<file path="src/rtl/otter_hazard_ctrl.sv">
// Hazard and forwarding controller for the pipelined OTTER core: a shadow scoreboard of
// EX..WB drives PC/IF-DE enables, flushes, bubbles, EX forward selects and perf counters.
module otter_hazard_ctrl #(
  parameter int ADDR_W     = 5,
  parameter int DEPTH      = 3,
  parameter int LOAD_STAGE = 2,
  parameter int CNT_W      = 32,
  localparam int FWD_W     = $clog2(DEPTH)
) (
  input  logic              clk,
  input  logic              rst_n,
  input  logic              de_valid,
  input  logic [ADDR_W-1:0] de_rs1,
  input  logic [ADDR_W-1:0] de_rs2,
  input  logic              de_rs1_used,
  input  logic              de_rs2_used,
  input  logic [ADDR_W-1:0] de_rd,
  input  logic              de_rd_used,
  input  logic              de_is_load,
  input  logic              br_taken,
  input  logic              mem_hold,
  output logic              pc_write,
  output logic              if_de_write,
  output logic              if_flush,
  output logic              de_ex_bubble,
  output logic              ex_valid,
  output logic [FWD_W-1:0]  fwd_a,
  output logic [FWD_W-1:0]  fwd_b,
  output logic [CNT_W-1:0]  stall_cnt,
  output logic [CNT_W-1:0]  flush_cnt
);

  typedef struct packed {
    logic              valid;
    logic [ADDR_W-1:0] rd;
    logic              rd_used;
    logic              is_load;
    logic [ADDR_W-1:0] rs1;
    logic [ADDR_W-1:0] rs2;
    logic              rs1_used;
    logic              rs2_used;
  } entry_t;

  // One action per cycle, in priority order hold > flush > stall > run.
  typedef enum logic [1:0] {
    ACT_RUN   = 2'd0,
    ACT_STALL = 2'd1,
    ACT_FLUSH = 2'd2,
    ACT_HOLD  = 2'd3
  } action_e;

  entry_t  sb_q [DEPTH];
  entry_t  sb_d [DEPTH];
  entry_t  de_entry;
  action_e action;

  logic [DEPTH-1:0] de_hit1;
  logic [DEPTH-1:0] de_hit2;
  logic [DEPTH-1:0] load_early;
  logic [DEPTH-1:0] ex_hit1;
  logic [DEPTH-1:0] ex_hit2;
  logic             load_use;

  // The youngest matching producer decides; older matches are shadowed by it.
  function automatic logic youngest_is_early(input logic [DEPTH-1:0] hit,
                                             input logic [DEPTH-1:0] early);
    logic r;
    r = 1'b0;
    for (int p = DEPTH - 1; p >= 0; p--) begin
      if (hit[p]) r = early[p];
    end
    return r;
  endfunction

  function automatic logic [FWD_W-1:0] youngest_index(input logic [DEPTH-1:0] hit);
    logic [FWD_W-1:0] r;
    r = '0;
    for (int k = DEPTH - 1; k >= 1; k--) begin
      if (hit[k]) r = FWD_W'(k);
    end
    return r;
  endfunction

  always_comb begin
    de_entry.valid    = de_valid;
    de_entry.rd       = de_rd;
    de_entry.rd_used  = de_rd_used;
    de_entry.is_load  = de_is_load;
    de_entry.rs1      = de_rs1;
    de_entry.rs2      = de_rs2;
    de_entry.rs1_used = de_rs1_used;
    de_entry.rs2_used = de_rs2_used;
  end

  // Producer match vectors; x0 sources never match anything.
  always_comb begin
    de_hit1    = '0;
    de_hit2    = '0;
    load_early = '0;
    ex_hit1    = '0;
    ex_hit2    = '0;
    for (int p = 0; p < DEPTH; p++) begin
      if (sb_q[p].valid && sb_q[p].rd_used) begin
        de_hit1[p] = (sb_q[p].rd == de_rs1);
        de_hit2[p] = (sb_q[p].rd == de_rs2);
        ex_hit1[p] = (sb_q[p].rd == sb_q[0].rs1);
        ex_hit2[p] = (sb_q[p].rd == sb_q[0].rs2);
      end
      load_early[p] = sb_q[p].is_load && ((p + 1) < LOAD_STAGE);
    end
  end

  always_comb begin
    load_use = 1'b0;
    if (de_valid) begin
      if (de_rs1_used && (de_rs1 != '0) && youngest_is_early(de_hit1, load_early))
        load_use = 1'b1;
      if (de_rs2_used && (de_rs2 != '0) && youngest_is_early(de_hit2, load_early))
        load_use = 1'b1;
    end
  end

  always_comb begin
    if (mem_hold)      action = ACT_HOLD;
    else if (br_taken) action = ACT_FLUSH;
    else if (load_use) action = ACT_STALL;
    else               action = ACT_RUN;
  end

  always_comb begin
    pc_write     = 1'b1;
    if_de_write  = 1'b1;
    if_flush     = 1'b0;
    de_ex_bubble = 1'b0;
    case (action)
      ACT_HOLD: begin
        pc_write    = 1'b0;
        if_de_write = 1'b0;
      end
      ACT_FLUSH: begin
        if_flush     = 1'b1;
        de_ex_bubble = 1'b1;
      end
      ACT_STALL: begin
        pc_write     = 1'b0;
        if_de_write  = 1'b0;
        de_ex_bubble = 1'b1;
      end
      default: ;
    endcase
  end

  always_comb begin
    ex_valid = sb_q[0].valid;
    fwd_a    = '0;
    fwd_b    = '0;
    if (sb_q[0].valid) begin
      if (sb_q[0].rs1_used && (sb_q[0].rs1 != '0)) fwd_a = youngest_index(ex_hit1);
      if (sb_q[0].rs2_used && (sb_q[0].rs2 != '0)) fwd_b = youngest_index(ex_hit2);
    end
  end

  // Entry DEPTH-1 simply falls off the end: its write has reached the register file.
  always_comb begin
    sb_d = sb_q;
    if (action != ACT_HOLD) begin
      for (int k = 1; k < DEPTH; k++) sb_d[k] = sb_q[k-1];
      sb_d[0] = (action == ACT_RUN) ? de_entry : '0;
    end
  end

  always_ff @(posedge clk or negedge rst_n) begin
    if (!rst_n) begin
      for (int k = 0; k < DEPTH; k++) sb_q[k] <= '0;
    end else begin
      sb_q <= sb_d;
    end
  end

  always_ff @(posedge clk or negedge rst_n) begin
    if (!rst_n) begin
      stall_cnt <= '0;
      flush_cnt <= '0;
    end else begin
      if (action == ACT_STALL && stall_cnt != '1) stall_cnt <= stall_cnt + CNT_W'(1);
      if (action == ACT_FLUSH && flush_cnt != '1) flush_cnt <= flush_cnt + CNT_W'(1);
    end
  end

endmodule

</file>
<file path="config.mk">
export PLATFORM = sky130hd
export DESIGN_NAME = otter_hazard_ctrl
export DESIGN_NICKNAME = d
export VERILOG_FILES = /design/src/rtl/otter_hazard_ctrl.sv
export SDC_FILE = /design/constraint.sdc
export NUM_CORES = 1
export LEC_CHECK = 0
export BUFFER_PORTS_ARGS = -buffer_cell sky130_fd_sc_hd__buf_2
export CORE_ASPECT_RATIO = 1.4
export CORE_MARGIN = 2
export CORE_UTILIZATION = 60
export CTS_BUF_LIST = sky130_fd_sc_hd__clkbuf_4 sky130_fd_sc_hd__clkbuf_8
export DETAILED_ROUTE_END_ITERATION = 8
export GPL_TIMING_DRIVEN = 1
export PLACE_DENSITY = 0.95
export REMOVE_ABC_BUFFERS = 1
export SYNTH_ARGS = -nofsm -noshare
export SYNTH_HDL_FRONTEND = slang
export SYNTH_SLANG_ARGS = --single-unit
</file>
<file path="constraint.sdc">
create_clock -name clk -period 6.6 [get_ports clk]
set_clock_uncertainty 0.15 [all_clocks]
set_input_delay 1.32 -clock clk [delete_from_list [all_inputs] [get_ports clk]]
set_output_delay 1.32 -clock clk [all_outputs]
set_load 0.03 [all_outputs]
</file>
==> run summary <==
Switch Pwr = 423 uW
Global Route Usage Sum = 27.1%
H-tree levels = 3
GR Util met1 = 32.8%
Max-cap violation count = 0
DRT antenna net count = 0
Final Setup Violations = 0
Gate power share = 17.6%
Area of the multi-input gates = 2390 um2
Fin nets = 607
CTS resizes = 0
Die height = 111 um
Drt drc = 0
Main combinational cell family by area after synthesis = simple AND/OR/NAND/NOR gates
Crit-path most repeated cell = buf_2
Hold Path Depth = 2
Dominant cell type by area after synthesis = dfrtp_1
Antenna diodes = 0
Netlist Area Pre-Place = 4950 um2
Reg power frac = 52.7%
# rows = 39
Via count = 4061
Power Internal = 901 uW
Initial Util = 61.1%
Least-Margin Pin Slew = 1.07 ns
Worst vdd ir = 0.259 mV
Fillers = 616
Final wirelength = 11700 um
Delay-heaviest family, CP = simple AND/OR/NAND/NOR gates
Wire length per cell = 17.0 um
Port-buffer cells = 96
Clock power frac = 29.8%
Die X = 80.7 um
TritonCTS Buffers = 9
Core ar. = 8100 um2
Post-synth top cells = dfrtp_1 (98), nand2_1 (64), xor2_1 (44), xnor2_1 (40), nand3_1 (26)
Synth Area in Simple Gates = 22.3%
Iteration-0 DRC Markers = 231
Gr busiest metal = met2
RSZ-0062 raised after global routing = no
Share of the synthesized area in the top cell type = 49.6%
Final Cycle Share = 70.3%
Synth Area in Compound Gates = 5.59%
WP depth = 8
Synth Area in Adders = 1.52%
Fin. Hold Viols = 0
Routability Congestion = 0.934
Leakage = 2.87 nW
Post-synthesis xor/xnor area fraction = 15.2%
CP max FO = 8
HP Class = flip-flop to flip-flop
Main flop type after synthesis = dfrtp_1
Post-CTS Hold Buffers = 0
Layout cells sized above 1 = 23.9%
CP bufs+invs = 2
Setup crit end kind = output pin
CTS tree = done
Met3 GRT Util = 3.65%
M2 GR Usage = 46.2%
Crit path launch type = primary input
Latest clock arrival within the worst-skew pair = 0.37 ns
Cell depth of the worst flop-to-flop path = 8
Synth unique cells = 42
Most common cell in the synthesized netlist = dfrtp_1
Sw Ratio = 31.9%
Vias in the first global route = 4034
Die ar. = 9000 um2
Power density cells = 232 nW/um2
Grt ovf = 0
# clock sinks = 98
Post-synth EDFFs = 0
Worst stage delay on the critical path = 0.52 ns
Setup TNS = 0 ns
Ys async rst share = 100%
Area grow syn2layout = 15.3%
CP arrival = 3.17 ns
Max frequency = 0.216 GHz
DRT Pass-1 Iters = 5
Status = completed
Clk root buf = clkbuf_8
Synth warn = 0
Cell Chain, Critical Path = buf_2, xor2_1, or4_1, nor3_1, a32oi_1, o21ba_2, ha_1, buf_2
Final count of pins violating max slew = 0
Post-CTS Setup Inserts = 0
Register area share after synthesis = 49.6%
First-pass GRT wire length = 18900 um
Mux share of post-synthesis cell area = 3.85%
Clock slew at reported path FFs = 0.09 ns
Reg area = 2450 um2
Setup slack after layout = 1.96 ns
Via/cell ratio = 5.94
Largest net degree at the start of global routing = 88
Seq cells post-synth = 98
Max Buffers Root-to-Sink = 2
Synth Area per Inst = 10.3 um2
Ports = 97
Worst slack, placed = 1.99 ns
Crit path kind = primary input to output pin
CP max-delay cell = or4_1
Initial antenna violation count = 0
CP required = 5.13 ns
HPWL after DPL = 8640 um
Slew margin rel. = 28.5%
Minimum clock period = 4.64 ns
Synth Instances = 481
Leading post-synthesis cells by cell area = dfrtp_1 (50%), xor2_1 (7.8%), xnor2_1 (7.1%)
Final Core Density = 70.4%
[sequential cells by signal, indices dropped and copies added (netlist names)]
signal      cells
flush_cnt      32
sb_q           32
stall_cnt      32
ex_valid        1
load_early      1
[stage by stage]
step	hold slack, ns	std cells	cell area (um2)	power [mW]
floorplan	0.299	468	4880	0.852
global placement	0.316	668	5500	0.929
detailed placement	0.329	668	5500	0.943
CTS	0.346	684	5700	1.33
global route	0.370	684	5700	1.39
finish	0.347	684	5700	1.32
[power groups by stage]
stage	clock (mW)	sequential [mW]	combinational, mW
6_report	0.394	0.697	0.232
5_1_grt	0.427	0.705	0.253
4_1_cts	0.402	0.697	0.235
3_5_place_dp	0	0.709	0.234
3_3_place_gp	0	0.704	0.224
2_1_floorplan	0	0.763	0.0891
[final cells by class]
type / count / share of cell area (%)
Clock buffer: 9 / 2.17
Clock inverter: 7 / 1.36
Inverter: 8 / 0.526
Multi-Input combinational cell: 362 / 42.0
Sequential cell: 98 / 43.0
Tap cell: 102 / 2.24
Timing Repair Buffer: 98 / 8.73
[worst min-delay path: stages, from the launching register on]
cell and delay (ns):
dfrtp_1 0.35, nand2_1 0.05, o21ai_0 0.06
[logic make-up (layout without fill, tap and decap cells)]
group / after synthesis / in the layout
DFF: 98 / 98
AOI/OAI and AO/OA: 46 / 46
muxes: 17 / 17
xor gates and xnor gates: 85 / 85
buffers and inverters: 21 / 122
adders and majority gates: 6 / 6
and+or+nand+nor: 208 / 208
[cell usage in the layout (no fill, tap or decap), types with 3 or more instances in the layout]
master      Yosys  routed
and3_1         13      13
nor2_1         22      22
and4_1         10      10
o21ai_0        24      24
clkbuf_8        0       9
nor3_1         13      13
inv_1           8       8
nand2_1        64      64
buf_2           1      95
clkinvlp_4      0       4
or2_2           3       3
nand4_1        25      25
a211oi_1        3       3
mux2_2         16      16
o211ai_1        3       3
xor2_1         44      44
and2_1          4       4
nor4_1         13      13
nand3_1        26      26
a21oi_1         7       7
xnor2_1        40      40
or4_1           4       4
ha_1            6       6
buf_4           1       3
a31oi_1         3       3
dfrtp_1        98      98
[final timing paths]
| path | slack (ns) | end | from |
|---|---|---|---|
| setup / recovery | 1.96 | if_flush | de_rs2[2] |
| hold / removal | 0.35 | load_early[0]$_DFFE_PN0P_ | load_early[0]$_DFFE_PN0P_ |
| setup reg to reg | 3.06 | sb_q[18]$_DFFE_PN0P_ | sb_q[56]$_DFFE_PN0P_ |
| hold reg to reg | 0.35 | load_early[0]$_DFFE_PN0P_ | load_early[0]$_DFFE_PN0P_ |
| max in group asynchronous | 4.41 | sb_q[37]$_DFFE_PN0P_ | rst_n |
| min in group asynchronous | 0.61 | sb_q[47]$_DFFE_PN0P_ | rst_n |
[per-layer routing]
layer  up-vias  part of all wire [%]
li1       1890                     -
met1      2002                    39
met2       142                    53
met3        27                   6.0
met4         0                   2.0
met5         -                     0
(Power assumes the default switching activity.)
